$ cat config.mk
export PLATFORM = sky130hd
export DESIGN_NAME = framebuffer_writer
export DESIGN_NICKNAME = d
export VERILOG_FILES = /design/src/rtl/hub75_pkg.sv /design/src/rtl/strobe_sync.sv /design/src/rtl/framebuffer_writer.sv
export SDC_FILE = /design/constraint.sdc
export NUM_CORES = 1
export LEC_CHECK = 0
export BUFFER_PORTS_ARGS = -buffer_cell sky130_fd_sc_hd__buf_2
export CAP_MARGIN = 15
export CORE_MARGIN = 5
export CORE_UTILIZATION = 54
export DETAILED_ROUTE_END_ITERATION = 10
export PLACE_DENSITY = 0.84
export SLEW_MARGIN = 10
export SYNTH_ARGS = -nofsm -noshare
export SYNTH_HDL_FRONTEND = slang
export SYNTH_SLANG_ARGS = --single-unit
$ cat constraint.sdc
create_clock -name clk -period 7.69 [get_ports clk]
set_clock_uncertainty 0.2 [all_clocks]
set_input_delay 1.538 -clock clk [delete_from_list [all_inputs] [get_ports clk]]
set_output_delay 1.538 -clock clk [all_outputs]
set_load 0.05 [all_outputs]
$ cat src/rtl/hub75_pkg.sv
// Shared sizing for the HUB75 framebuffer path.
package hub75_pkg;

    localparam int unsigned BITS_PER_PIXEL = 32;
    localparam int unsigned COL_BITS       = 6;
    localparam int unsigned ROW_BITS       = 5;
    localparam int unsigned FB_ADDR_W      = 1 + ROW_BITS + COL_BITS;

endpackage

$ cat src/rtl/strobe_sync.sv
// Three-flop synchroniser for an asynchronous strobe with a rising-edge pulse output.
// The chain presets to 1 so a strobe held high through reset release gives no pulse.
module strobe_sync (
    input  logic clk_i,
    input  logic rst_i,
    input  logic strobe_i,
    output logic pulse_o
);

    // sync_q[0] = s1, sync_q[1] = s2, sync_q[2] = s3
    logic [2:0] sync_q;

    // Shift the async strobe through the synchroniser chain.
    always_ff @(posedge clk_i or posedge rst_i) begin
        if (rst_i) begin
            sync_q <= 3'b111;
        end else begin
            sync_q <= {sync_q[1:0], strobe_i};
        end
    end

    // Rising edge seen on the synchronised strobe.
    always_comb begin
        pulse_o = sync_q[1] & ~sync_q[2];
    end

endmodule

$ cat src/rtl/framebuffer_writer.sv
// Writes synchronised pixel words into a double-buffered framebuffer, stepping a
// {row,col} pointer and swapping banks at the end of each frame.
module framebuffer_writer
    import hub75_pkg::*;
#(
    parameter int unsigned BITS_PER_PIXEL = hub75_pkg::BITS_PER_PIXEL,
    parameter int unsigned COL_BITS       = hub75_pkg::COL_BITS,
    parameter int unsigned ROW_BITS       = hub75_pkg::ROW_BITS
) (
    input  logic                               clk,
    input  logic                               reset,
    input  logic [BITS_PER_PIXEL-1:0]          data,
    input  logic                               pixel_clk,
    input  logic                               sof,
    output logic                               fb_we,
    output logic [ROW_BITS+COL_BITS:0]         fb_addr,
    output logic [BITS_PER_PIXEL-1:0]          fb_data,
    output logic                               frame_done,
    output logic                               display_bank
);

    localparam int unsigned PTR_W = ROW_BITS + COL_BITS;

    logic                      pixel_edge;
    // Pointer is {row,col}; a plain increment carries col wrap into row.
    logic [PTR_W-1:0]          ptr_q, ptr_d;
    logic [PTR_W-1:0]          base;
    logic                      write_bank_q, write_bank_d;
    logic                      display_bank_d;
    logic                      fb_we_d;
    logic                      frame_done_d;
    logic [PTR_W:0]            fb_addr_d;
    logic [BITS_PER_PIXEL-1:0] fb_data_d;

    strobe_sync u_pixel_sync (
        .clk_i    (clk),
        .rst_i    (reset),
        .strobe_i (pixel_clk),
        .pulse_o  (pixel_edge)
    );

    // Next-state for pointer, banks and the registered write port.
    always_comb begin
        ptr_d          = ptr_q;
        write_bank_d   = write_bank_q;
        display_bank_d = display_bank;
        fb_we_d        = 1'b0;
        frame_done_d   = 1'b0;
        fb_addr_d      = fb_addr;
        fb_data_d      = fb_data;
        // A last-pixel write wins over sof so the frame still completes and swaps.
        base           = (sof && !(&ptr_q)) ? '0 : ptr_q;

        if (pixel_edge) begin
            fb_we_d   = 1'b1;
            fb_data_d = data;
            fb_addr_d = {write_bank_q, base};
            if (&base) begin
                frame_done_d   = 1'b1;
                ptr_d          = '0;
                write_bank_d   = ~write_bank_q;
                display_bank_d = write_bank_q;
            end else begin
                ptr_d = base + 1'b1;
            end
        end else if (sof) begin
            ptr_d = '0;
        end
    end

    // State and output registers.
    always_ff @(posedge clk or posedge reset) begin
        if (reset) begin
            ptr_q        <= '0;
            write_bank_q <= 1'b0;
            display_bank <= 1'b1;
            fb_we        <= 1'b0;
            frame_done   <= 1'b0;
            fb_addr      <= '0;
            fb_data      <= '0;
        end else begin
            ptr_q        <= ptr_d;
            write_bank_q <= write_bank_d;
            display_bank <= display_bank_d;
            fb_we        <= fb_we_d;
            frame_done   <= frame_done_d;
            fb_addr      <= fb_addr_d;
            fb_data      <= fb_data_d;
        end
    end

endmodule
### Yosys cells after proc, flatten, opt, wreduce, memory -nomap -nowiden

Cells that the tools add are included.
W data, S select, Z words.

| storage, ports and cells | value |
|---|---|
| register bits | 62 |

| operators by class | value |
|---|---|
| add/subtract/negate cells | 1 |
| muxes and demuxes | 7 |
| bitwise operators | 3 |
| reduce and logical (&&, ||, !) cells | 6 |

Operators with widths:

| operator | count |
|---|---|
| $mux W11 | 4 |
| $reduce_and A11 Y1 | 2 |
| $reduce_and A12 Y1 | 1 |
| $add A11 B1 Y11 const B | 1 |
| $mux W1 | 3 |
| $not A1 Y1 | 2 |
| $reduce_bool A2 Y1 | 1 |
| $and A1 B1 Y1 | 1 |
| $logic_and A1 B1 Y1 | 1 |
| $logic_not A1 Y1 | 1 |

### Depth between registers and ports, before layout

| logic depth | value |
|---|---|
| depth after elaboration | 7 |
| depth in mapped cells | 9 |

### Modules after synthesis

From an unflattened synthesis, not the netlist that was laid out.

| unflattened totals | value |
|---|---|
| cells, all modules | 203 |
| area total of the unflattened synthesis | 2565.0 sq um |

Modules (own cells, without submodules):

| module | instances | cells an instance | area each (sq um) |
|---|---|---|---|
| framebuffer_writer | 1 | 198 | 2468.6 |
| strobe_sync | 1 | 5 | 96.3 |

### Worst setup path before layout

Ideal clock, no wire load.

| path | value |
|---|---|
| path kind | input -> register |
| from | input port sof |
| to | register display_bank |
| setup time | 0.082 ns |
| arrival | 3.487 ns |
| setup slack | 3.920 ns |
| stages | 8 |
| path buffers | 1 |
| path through | clkbuf_1 > o31ai_1 > and2_1 > ha_1 > nand3_4 > or4_4 > or2_4 > mux2_4 |

| between the ends | value |
|---|---|
| word-level cells in the longest chain between the ends | 3 |

Ends and longest elaborated chain:

| what | RTL line | source |
|---|---|---|
| start, declared | framebuffer_writer.sv:14 | `input logic sof,` |
| $logic_and A1 B1 Y1 | framebuffer_writer.sv:52 | `base = (sof && !(&ptr_q)) ? '0 : ptr_q;` |
| $mux W11 | framebuffer_writer.sv:52 |  |
| via base[0] | framebuffer_writer.sv:27 | `logic [PTR_W-1:0] base;` |
| $reduce_and A12 Y1 (no source line) | - |  |
| end signal, assigned | framebuffer_writer.sv:84 | `display_bank <= display_bank_d;` |
| end, declared | framebuffer_writer.sv:19 | `output logic display_bank` |

The timed path passes the listed nets, and every way through them passes these cells.
A chain may end at the register's enable or synchronous reset.

### Worst setup path in the final report

Same ends and word-level chain as after synthesis.

==> out/qor.csv <==
stage;metric;value;unit
outcome;result of the run;completed;
drt;number of search-and-repair iterations in the first detailed-routing pass;4;
clock_network;# Post-CTS Setup Buffers;0;
global_routing;pin count of the biggest net entering global routing;63;
logic_synthesis;synthesized instance count;289;
logic_synthesis;share of the synthesized area in the top cell type;54.82;%
sta;min Tclk post-route;3.644;ns
sta;Final Cycle Share;47.39;%
clock_network;CTS Root Buffer Type;sky130_fd_sc_hd__clkbuf_8;
cells_and_area;commonest cells after routing, fill and taps aside;sky130_fd_sc_hd__nand2_1 (124), sky130_fd_sc_hd__buf_2 (82), sky130_fd_sc_hd__dfrtp_1 (58);
cells_and_area;most common cell after layout, fill and taps aside;sky130_fd_sc_hd__nand2_1;
worst_setup_path;arrival time at the worst endpoint;3.70;ns
worst_setup_path;destination of the worst register-to-register timing path;display_bank$_DFFE_PP1P_;
sta;max-slew violation total from the final report;0;
clock_network;TritonCTS clock tree;done;
global_routing;wire length of the first global-routing pass;10050;um
clock_network;clock slew at the register clock pins of the worst setup and hold paths;0.07;ns
worst_setup_path;Max stage delay on crit path;0.62;ns
worst_setup_path;dominant delay contributor by cell family on the critical path;simple AND/OR/NAND/NOR gates;
floorplanning;Row Count;25;
worst_hold_path;type of the most critical hold path;register to register;
worst_setup_path;critical-path cell list;buf_2 > o31ai_1 > and2_1 > ha_1 > nand3_4 > or4_4 > or2_4 > mux2_4;
pwr;clock power share;31.5;%
place;total cell area at the placement stage;3097;sq um
sta;Slew HR;27.52;%
pwr;proportion of total power due to net switching;34.95;%
logic_synthesis;sequential element share of the synthesized area;58.79;%
floorplanning;initial standard-cell utilization of the core;55.68;%
run;max-cap check violation count;0;
clock_network;# hold bufs at CTS;0;
clock_network;clock sink count;62;
logic_synthesis;count of yosys warnings during synthesis;0;
place;routability cong.;0.8461;
worst_setup_path;startpoint kind of the worst setup timing path;input port;
clock_network;H-tree Lvls;3;
clock_network;Post-CTS Resized;0;
pwr;net switching power of the design;0.2713;mW
worst_setup_path;Critical R2R Launch;ptr_q[3]$_DFFE_PP0P_;
sta;Worst Max-Slew Pin Slew;1.087;ns
worst_setup_path;number of cells on the worst reg-to-reg path;8;
global_routing;number of global-route vias before repair;2270;
worst_setup_path;CP Capture Point;display_bank$_DFFE_PP1P_;
cells_and_area;growth of design area from synthesis to finish;23.54;%
logic_synthesis;Yosys top cell by area;sky130_fd_sc_hd__dfrtp_1;
pwr;internal power;0.5049;mW
worst_setup_path;critical setup path kind;input port to register;
logic_synthesis;number of synthesized flops with an enable pin;0;
pwr;fraction of power consumed by sequential logic;47.3;%
cells_and_area;final antenna diode count;0;
drt;number of DRC markers in iteration 0;150;
pwr;worst voltage drop across the vdd grid;0.1477;mV
pwr;combinational share of power;21.1;%
cells_and_area;total non-filler cell area in the finished layout;3271;sq um
sta;f_max;274.4;MHz
logic_synthesis;Mapped Nets;326;
floorplanning;die extent in y;80.02;um
clock_network;buffers from clock root to sink, at most;2;
floorplanning;Core Box Area;4755;sq um
logic_synthesis;Post-Synthesis Mean Instance Area;9.161;sq um
sta;setup TNS after final layout;0;ns
sta;hold violation count in the final report;0;
drt;Avg WL per Cell;13.64;um
cells_and_area;fraction of final layout cells sized beyond drive strength 1;31.10;%
place;count of port buffers added during placement;82;
drt;detailed-route vias per instance;5.195;
sta;endpoints failing setup;0;
pwr;Static Leakage;1.749;nW
floorplanning;die outline area;6403;sq um
clock_network;clock latency of the later-clocked register in the worst-skew pair;0.33;ns
pwr;P per Cell Area;237.3;nW/um^2
worst_setup_path;setup slack on the worst flop-to-flop path;4.23;ns
drt;total via count in the routed design;2286;
global_routing;aggregate global routing overflow;0;
global_routing;total global-route track usage;20.44;%
logic_synthesis;post-synthesis cell area;2648;sq um
logic_synthesis;post-synthesis register bit count;62;
worst_setup_path;maximum net fanout on the critical path;21;
drt;Routed WL;6000;um
drt;drt drc;0;
cells_and_area;Final #Nets;405;
floorplanning;number of placed I/O pins;83;
logic_synthesis;async set or reset register ratio after synthesis;100.0;%
floorplanning;width of the die;80.02;um
global_routing;initial antenna violation count;0;
place;Detail Placement HPWL;3946;um
drt;Routed Antenna Nets;0;
worst_setup_path;total stage count of the critical path;8;
worst_setup_path;endpoint kind of the worst setup timing path;register;
logic_synthesis;unique cell type count in the Yosys netlist;44;
worst_setup_path;cell with the biggest individual delay on the critical path;sky130_fd_sc_hd__or4_4;
clock_network;TritonCTS buffer count;9;
logic_synthesis;Synth area leaders;sky130_fd_sc_hd__dfrtp_1 (55%), sky130_fd_sc_hd__nand2_1 (18%), sky130_fd_sc_hd__dfstp_2 (4.0%);
worst_setup_path;required time reported for the critical path endpoint;7.75;ns
logic_synthesis;most used flip-flop cell after synthesis;sky130_fd_sc_hd__dfrtp_1;
sta;unrepaired setup endpoints after global routing;no;
worst_setup_path;Buffers & Inverters on Critical Path;1;
worst_setup_path;CP startpoint;sof;
## power groups by stage
stage | logic [mW] | registers (mW) | clock network (mW)
5_1_grt | 0.176 | 0.371 | 0.269
3_5_place_dp | 0.166 | 0.372 | 0
6_report | 0.164 | 0.368 | 0.245
4_1_cts | 0.166 | 0.367 | 0.253
2_1_floorplan | 0.0374 | 0.455 | 0
3_3_place_gp | 0.163 | 0.372 | 0
## per-layer routing
metal,wire length [um],up-vias,GRT usage (%)
met5,0,-,0
met1,2479,1082,23.89
met3,404,14,5.756
li1,-,1110,-
met4,120,0,10.47
met2,2995,80,34.11
## state kept, by name, indices dropped and copies added, names as in the netlist
| register | cells |
|---|---|
| frame_done | 1 |
| display_bank | 1 |
| fb_data | 32 |
| ptr_q | 11 |
| fb_addr | 12 |
| write_bank_q | 1 |
| u_pixel_sync.sync_q | 3 |
| fb_we | 1 |
## kinds of logic after synthesis
logic type / Yosys count / synth area share, %
xor+xnor: 1 / 0.3309
fa+ha+maj: 1 / 0.4725
mux: 3 / 1.418
buf+inv: 21 / 3.071
flops: 62 / 58.79
simple gates: 175 / 29.68
compound gates: 26 / 6.239
## Yosys cell counts, types with 2 or more instances
| cell type | instances |
|---|---|
| sky130_fd_sc_hd__a211oi_1 | 2 |
| sky130_fd_sc_hd__a21oi_1 | 6 |
| sky130_fd_sc_hd__and2_1 | 3 |
| sky130_fd_sc_hd__clkbuf_1 | 13 |
| sky130_fd_sc_hd__dfrtp_1 | 58 |
| sky130_fd_sc_hd__dfstp_2 | 4 |
| sky130_fd_sc_hd__inv_1 | 4 |
| sky130_fd_sc_hd__mux2_2 | 2 |
| sky130_fd_sc_hd__nand2_1 | 124 |
| sky130_fd_sc_hd__nand2b_1 | 3 |
| sky130_fd_sc_hd__nand3_1 | 16 |
| sky130_fd_sc_hd__nand3b_1 | 2 |
| sky130_fd_sc_hd__nand4_1 | 2 |
| sky130_fd_sc_hd__nor2_1 | 5 |
| sky130_fd_sc_hd__nor3_1 | 4 |
| sky130_fd_sc_hd__nor4_1 | 2 |
| sky130_fd_sc_hd__o21ai_0 | 10 |
| sky130_fd_sc_hd__or2_2 | 2 |
| sky130_fd_sc_hd__or4_1 | 2 |
## how the worst min path moves through the flow
stage / end / depth (start not counted) / start / slack [ns]
global placement: u_pixel_sync.sync_q[1]$_DFF_PP1_ / 0 / u_pixel_sync.sync_q[0]$_DFF_PP1_ / 0.15
CTS: u_pixel_sync.sync_q[1]$_DFF_PP1_ / 0 / u_pixel_sync.sync_q[0]$_DFF_PP1_ / 0.16
detailed placement: u_pixel_sync.sync_q[1]$_DFF_PP1_ / 0 / u_pixel_sync.sync_q[0]$_DFF_PP1_ / 0.15
global route: u_pixel_sync.sync_q[1]$_DFF_PP1_ / 0 / u_pixel_sync.sync_q[0]$_DFF_PP1_ / 0.16
finish: u_pixel_sync.sync_q[1]$_DFF_PP1_ / 0 / u_pixel_sync.sync_q[0]$_DFF_PP1_ / 0.16
floorplan: u_pixel_sync.sync_q[1]$_DFF_PP1_ / 0 / u_pixel_sync.sync_q[0]$_DFF_PP1_ / 0.15
## layout make-up
class                           instances  area (sq um)
Timing Repair Buffer                   84         425.4
Multi-Input combinational cell        206          1012
Inverter                                5         18.77
Fill cell                             393          1484
Tap cell                               67         83.83
Clock inverter                          7         50.05
Clock buffer                            9         123.9
Sequential cell                        62          1556
## through the flow
step	power [mW]	cells	setup WS, ns	util [%]	hold WS [ns]
floorplan	0.4925	289	3.920	-	0.1452
global route	0.8160	440	3.973	68.79	0.1601
global placement	0.5350	424	3.781	65.13	0.1459
detailed placement	0.5381	424	3.720	65.13	0.1469
finish	0.7763	440	4.046	68.79	0.1556
CTS	0.7865	440	4.084	68.79	0.1568
Note: power is estimated with default switching activity, not from simulation.
